[src/rtl/jtopl_lfo_gen.sv]
`default_nettype none
// ============================================================================
// Module      : jtopl_lfo_gen
// Description : LFO source generator. A per-sample timer drives a 3-bit
//               vibrato step counter and a triangle-shaped tremolo position,
//               from which the AM attenuation level is derived.
// Revision    : 1.0 - initial release
// ============================================================================
module jtopl_lfo_gen #(
    parameter int TIMER_W    = 10,
    parameter int TREM_DIV_W = 6,
    parameter int TREM_HALF  = 105
) (
    input  logic       rst,
    input  logic       clk,
    input  logic       cen,
    input  logic       zero,
    input  logic       am_dep,
    input  logic       lfo_rst,
    output logic [2:0] vib_cnt,
    output logic [4:0] trem,
    output logic       vib_stb,
    output logic       trem_stb
);

    localparam int                POS_W       = 8;
    localparam logic [POS_W-1:0]  C_POS_LAST  = POS_W'(2*TREM_HALF-1);
    localparam logic [POS_W-1:0]  C_POS_FULL  = POS_W'(2*TREM_HALF);
    localparam logic [POS_W-1:0]  C_POS_HALF  = POS_W'(TREM_HALF);
    localparam logic [TIMER_W-1:0] C_TIMER_ONE = TIMER_W'(1);

    logic [TIMER_W-1:0] timer_q,    timer_d;
    logic [POS_W-1:0]   trem_pos_q, trem_pos_d;
    logic [2:0]         vib_cnt_q,  vib_cnt_d;
    logic [4:0]         trem_q,     trem_d;
    logic               vib_stb_q,  vib_stb_d;
    logic               trem_stb_q, trem_stb_d;

    logic               w_trem_step;
    logic               w_vib_step;
    logic [POS_W-1:0]   w_tri;

    // Step conditions look at the timer value before it increments, so the
    // vibrato step always coincides with a tremolo step.
    assign w_trem_step = zero & (&timer_q[TREM_DIV_W-1:0]);
    assign w_vib_step  = zero & (&timer_q);

    // Fold the tremolo position into a triangle: rises 0..HALF, falls back.
    assign w_tri = (trem_pos_q < C_POS_HALF) ? trem_pos_q
                                             : (C_POS_FULL - trem_pos_q);

    // Next-state logic; this only takes effect on cen cycles.
    always_comb begin
        timer_d    = timer_q;
        trem_pos_d = trem_pos_q;
        vib_cnt_d  = vib_cnt_q;
        trem_d     = trem_q;
        vib_stb_d  = 1'b0;
        trem_stb_d = 1'b0;

        if (lfo_rst) begin
            timer_d    = '0;
            trem_pos_d = '0;
            vib_cnt_d  = '0;
            trem_d     = '0;
        end else begin
            if (zero) begin
                timer_d = timer_q + C_TIMER_ONE;
            end
            if (w_trem_step) begin
                trem_pos_d = (trem_pos_q == C_POS_LAST) ? '0
                                                        : trem_pos_q + 8'd1;
                trem_stb_d = 1'b1;
            end
            if (w_vib_step) begin
                vib_cnt_d = vib_cnt_q + 3'd1;
                vib_stb_d = 1'b1;
            end
            // Attenuation follows the current position, hence it lags the
            // position step by one cen cycle; depth changes apply at once.
            trem_d = 5'(am_dep ? (w_tri >> 2) : (w_tri >> 4));
        end
    end

    // State registers: reset first, then hold unless cen is high.
    always_ff @(posedge clk) begin
        if (rst) begin
            timer_q    <= '0;
            trem_pos_q <= '0;
            vib_cnt_q  <= '0;
            trem_q     <= '0;
            vib_stb_q  <= 1'b0;
            trem_stb_q <= 1'b0;
        end else if (cen) begin
            timer_q    <= timer_d;
            trem_pos_q <= trem_pos_d;
            vib_cnt_q  <= vib_cnt_d;
            trem_q     <= trem_d;
            vib_stb_q  <= vib_stb_d;
            trem_stb_q <= trem_stb_d;
        end
    end

    assign vib_cnt  = vib_cnt_q;
    assign trem     = trem_q;
    assign vib_stb  = vib_stb_q;
    assign trem_stb = trem_stb_q;

endmodule
`default_nettype wire

[config.mk]
export PLATFORM = sky130hd
export DESIGN_NAME = jtopl_lfo_gen
export DESIGN_NICKNAME = d
export VERILOG_FILES = /design/src/rtl/jtopl_lfo_gen.sv
export SDC_FILE = /design/constraint.sdc
export NUM_CORES = 1
export LEC_CHECK = 0
export ABC_CLOCK_PERIOD_IN_PS = 2320
export BUFFER_PORTS_ARGS = -buffer_cell sky130_fd_sc_hd__buf_2
export CAP_MARGIN = 0
export CORE_MARGIN = 2
export CORE_UTILIZATION = 49
export CTS_CLUSTER_DIAMETER = 100
export DETAILED_ROUTE_END_ITERATION = 7
export PLACE_DENSITY = 0.75
export SLEW_MARGIN = 20
export SYNTH_ARGS = -nofsm -noshare
export SYNTH_HDL_FRONTEND = slang
export SYNTH_SLANG_ARGS = --single-unit
[constraint.sdc]
create_clock -name clk -period 2.32 [get_ports clk]
set_input_delay 0.348 -clock clk [delete_from_list [all_inputs] [get_ports clk]]
set_output_delay 0.348 -clock clk [all_outputs]
set_load 0.005 [all_outputs]
# --- After elaboration in Yosys (flattened, before gate mapping) ---
# Cells that the tools add are included.
totals:
  register_bits: 28
  inputBits: 6
classes:
  n_addsub: 4
  order_cmp: 1
  eq_ne: 1
  mux: 14
  n_bitwise: 2
  reduce_logical: 8
ops:
  columns: ["cell", "n"]
  rows:
  - ["$mux W8", 4]
  - ["$mux W10", 2]
  - ["$add A10 B1 Y10 const B", 1]
  - ["$mux W5", 2]
  - ["$reduce_and A10 Y1", 1]
  - ["$add A8 B1 Y8 const B", 1]
  - ["$eq A8 B8 Y1 const B", 1]
  - ["$lt A8 B7 Y1 const B", 1]
  - ["$sub A8 B8 Y8 const A", 1]
  - ["$mux W3", 2]
  - ["$reduce_and A2 Y1", 3]
  - ["$reduce_and A6 Y1", 1]
  - ["$reduce_bool A2 Y1", 3]
  - ["$mux W1", 4]
  - ["$add A3 B1 Y3 const B", 1]
  - ["$and A1 B1 Y1", 2]

# --- Logic depth before layout (Yosys ltp) ---
logic_depth:
  ltp_word: 4
  ltp_mapped: 6

# --- Worst setup path after synthesis ---
# OpenSTA, ideal clock, no wires.
synth_path:
  kind: "register to register"
  startpoint: "reg timer_q[0]"
  endpoint: "reg vib_cnt_q[2] (netlist: vib_cnt[2])"
  setup_time_ps: 132
  arrival_ps: 1595
  t_required_ps: 2188
  path_slack_ps: 593
  stages_incl_launch_ff: 6
  path_buffers: 0
  synth_period_minus_slack_ps: 1727
  cell_sequence: "dfxtp_1 ha_1 nand4_1 nor4_1 a31o_2 a21oi_1"
synth_via:
  elab_chain_len: 4
synth_rtl:
  columns: ["item", "line_no", "source"]
  rows:
  - ["from (decl)", "32", "logic [TIMER_W-1:0] timer_q, timer_d;"]
  - ["from (signal assigned)", "95", "timer_q <= timer_d;"]
  - ["$reduce_and A10 Y1", "46", "assign w_vib_step = zero & (&timer_q);"]
  - ["$and A1 B1 Y1", "46", null]
  - ["$reduce_bool A2 Y1 (no line)", null, null]
  - ["$reduce_and A2 Y1 (no line)", null, null]
  - ["to (signal assigned)", "97", "vib_cnt_q <= vib_cnt_d;"]
  - ["to (decl)", "34", "logic [2:0] vib_cnt_q, vib_cnt_d;"]
# No other way between the ends.
# A chain may end at the register's enable or synchronous reset.

# --- Final worst setup path ---
layout_path:
  startpoint: "reg timer_q[2]"
  endpoint: "reg timer_q[9]"
layout_via:
  elab_chain_len: 3
layout_rtl:
  columns: ["item", "line_no", "source"]
  rows:
  - ["$add A10 B1 Y10", "68", "timer_d = timer_q + C_TIMER_ONE;"]
  - ["$mux W10", "67", "if (zero) begin"]
  - ["$mux W10", "61", "if (lfo_rst) begin"]
# No other way between the ends. The select of a mux whose other input is x is not followed.

==> impl_metrics.tcl <==
set metrics [dict create \
    rows 20 \
    hp-class "in2reg" \
    end_kind "flop" \
    p_sw_share_pct 24.3 \
    grt_max_degree 17 \
    grt_util_all_layers_pct 20.0 \
    clock.fmax_ghz 0.592 \
    cp_data_arrival_time_ns 1.99 \
    clock_power_share_pct 32.3 \
    finalCritPeriodShare_pct 72.9 \
    seqPwrFrac_pct 61.9 \
    synthCells 197 \
    vias 1480 \
    initial_core_util_pct 51.1 \
    ys.flop_type "dfxtp_1" \
    layout_setup_ws_ns 0.629 \
    dp_slack_ns 0.503 \
    syn-num-nets 209 \
    hold_viol_final 0 \
    wirelength_um 3350 \
    status "completed" \
    grt_pass1_wl_um 5680 \
    worstPathRequired_ns 2.62 \
    cts_tree "done" \
    io_pins 16 \
    regToRegSetupSlack_ns 0.63 \
    setup_viol 0 \
    die_w_um 60.5 \
    cts_num_sinks 28 \
    critPathLaunchType "flop" \
    worst_pin_slew_ns 0.401 \
    rsz0062_at_grt "no" \
    hpwlAfterDp_um 2370 \
    dr_wl_met2_um 1570 \
    drc 0 \
    die-area_um2 3650 \
    fin_nets 224 \
    grt_overflow 0 \
    power_frac_comb_pct 5.8 \
    clkSlewWorstSetupHoldPaths_ns 0.15 \
    cp_max_fo 5 \
    htreeDepth 1 \
    synth.avg_cell_area_um2 7.93 \
    portBuffers 15 \
    clk_path_buf_depth 2 \
    ys_seq_elements 28 \
    ys_types 45 \
    reg2reg_from "timer_q[2]$_SDFFE_PP0P_" \
    relSlewSlack_pct 73.2 \
    cts-root-buf "clkbuf_4" \
    mostFrequentLayoutCells "28 x dfxtp_1, 20 x nand2_1, 16 x a21oi_1" \
    hold_depth 2 \
    met1_length_um 1580 \
    crit_type "reg2reg" \
    place_congestion 0.812 \
    dpl-instance-area_um2 1690 \
    worstHoldStart "cen" \
    cts-resized-gates 0 \
    finalInstanceArea_um2 1720 \
    drtIter0Drc 119 \
    worst_ir_drop_vdd_mv 0.399 \
    yosysSeqAreaShare_pct 35.9 \
    n_antenna_cell 0 \
    wl_met3_um 186 \
    p_int_w 0.000591 \
    drive_gt1_share_pct 15.6 \
    switchingPower_w 0.000189 \
    drv_cap 0 \
    top_layer_used "met4" \
    numCtsBuffers 3 \
    antenna_found_initial 0 \
    wl_per_cell_um 13.1 \
    postCtsSetupBuffers 0 \
    ys_warn_count 0 \
    r2r_cells 4 \
    holdBufCountCts 0 \
    synth_edf_count 0 \
    async_reset_ff_share_pct 0 \
    power_density_nw_per_um2 453 \
    ant_nets 0 \
    area_delta_synth_final_pct 10.3 \
    vias_per_cell 5.80 \
    core_um2 3050 \
    drt_pass1_iterations 4 \
    min_period_ns 1.69 \
    final_common_cell "dfxtp_1" \
    grt_pass1_vias 1339 \
    nFillCells 301 \
    insertion_delay_ns 0.35 \
    p_leak_nw 0.601 \
    die_h_um 60.5 \
    r2r_end "timer_q[9]$_SDFFE_PP0P_" \
    final.setup.tns_ns 0 \
    holdPathEnd "trem[4]$_SDFFE_PP0P_" \
    clock_skew_ns 0.0100 \
    synth_area_um2 1560 \
    finalMaxSlewViolations 0 \
]
[cells in the mapped netlist (2+ instances only)]
master,count,area (um2)
dfxtp_1,28,561
or3_2,2,15.0
a211oi_1,2,15.0
a31oi_1,4,25.0
ha_1,6,75.1
nor3_1,3,15.0
inv_1,11,41.3
o2111ai_1,5,43.8
nand3_1,10,50.1
clkbuf_1,8,30.0
and2_1,3,18.8
nand2_1,20,75.1
a32oi_1,5,43.8
a31o_2,2,17.5
or4_1,2,15.0
nor2_1,15,56.3
nor2b_1,3,18.8
nand3b_1,2,15.0
o21ai_0,12,60.1
a21oi_1,16,80.1
or3b_2,2,17.5
nand4_1,4,25.0
xnor2_1,6,52.6
nor4_1,3,18.8
o22ai_1,3,18.8
[state kept, by name (all words and copies together) (netlist names)]
register / count
timer_q: 10
trem_pos_q: 8
trem: 5
vib_cnt: 3
trem_stb: 1
vib_stb: 1
[how the worst max path moves through the flow]
stage	endpoint	startpoint	slack, ns	cells after the start
after detailed placement	timer_q[9]$_SDFFE_PP0P_	lfo_rst	0.50	5
after CTS	timer_q[9]$_SDFFE_PP0P_	timer_q[2]$_SDFFE_PP0P_	0.62	4
after global placement	timer_q[9]$_SDFFE_PP0P_	lfo_rst	0.54	5
after floorplan	vib_cnt[2]$_SDFFE_PP0P_	timer_q[0]$_SDFFE_PP0P_	0.59	5
final	timer_q[9]$_SDFFE_PP0P_	timer_q[2]$_SDFFE_PP0P_	0.63	4
after global routing	vib_cnt[0]$_SDFFE_PP0P_	timer_q[0]$_SDFFE_PP0P_	0.50	6
[area by class of cell]
| cell class | instances | area (um2) | area share [%] |
|---|---|---|---|
| Multi-Input combinational cell | 148 | 921 | 53.4 |
| Sequential cell | 28 | 561 | 32.5 |
| Timing Repair Buffer | 19 | 105 | 6.10 |
| Tap cell | 44 | 55.1 | 3.20 |
| Inverter | 12 | 45.0 | 2.61 |
| Clock buffer | 4 | 36.3 | 2.11 |
[per-stage QoR]
step	hold slack, ns	cells	utilization, %	power, W
floorplan	0.445	197	-	0.000520
global placement	0.451	251	55.2	0.000538
detailed placement	0.454	251	55.2	0.000538
CTS	0.259	255	56.4	0.000788
global route	0.268	255	56.4	0.000803
finish	0.275	255	56.4	0.000780
[worst max-delay path: stages, from the launching register on]
cell	delay, ns
dfxtp_1	0.43
nand3_1	0.15
or4_4	0.52
or4_1	0.47
nand2_1	0.08
[metal layers]
| layer | global-route usage (%) | up-vias |
|---|---|---|
| met1 | 25.8 | 692 |
| met5 | 0 | - |
| met3 | 4.26 | 2 |
| met2 | 33.2 | 34 |
| li1 | - | 752 |
| met4 | 6.83 | 0 |
[logic make-up after synthesis]
family	count (synthesis)	share of synthesized area, %
simple gates	78	26.5
buf+inv	21	5.13
xor+xnor	7	3.93
compound gates	57	23.7
fa+ha+maj	6	4.81
flops	28	35.9
[power by group through the flow]
stage / registers (W) / clock network, W / logic (W)
after CTS: 0.000483 / 0.000260 / 0.0000452
final: 0.000483 / 0.000252 / 0.0000452
after global placement: 0.000493 / 0 / 0.0000447
after floorplan: 0.000493 / 0 / 0.0000271
after global routing: 0.000483 / 0.000269 / 0.0000507
after detailed placement: 0.000493 / 0 / 0.0000449
Note: power is estimated with default switching activity, not from simulation.
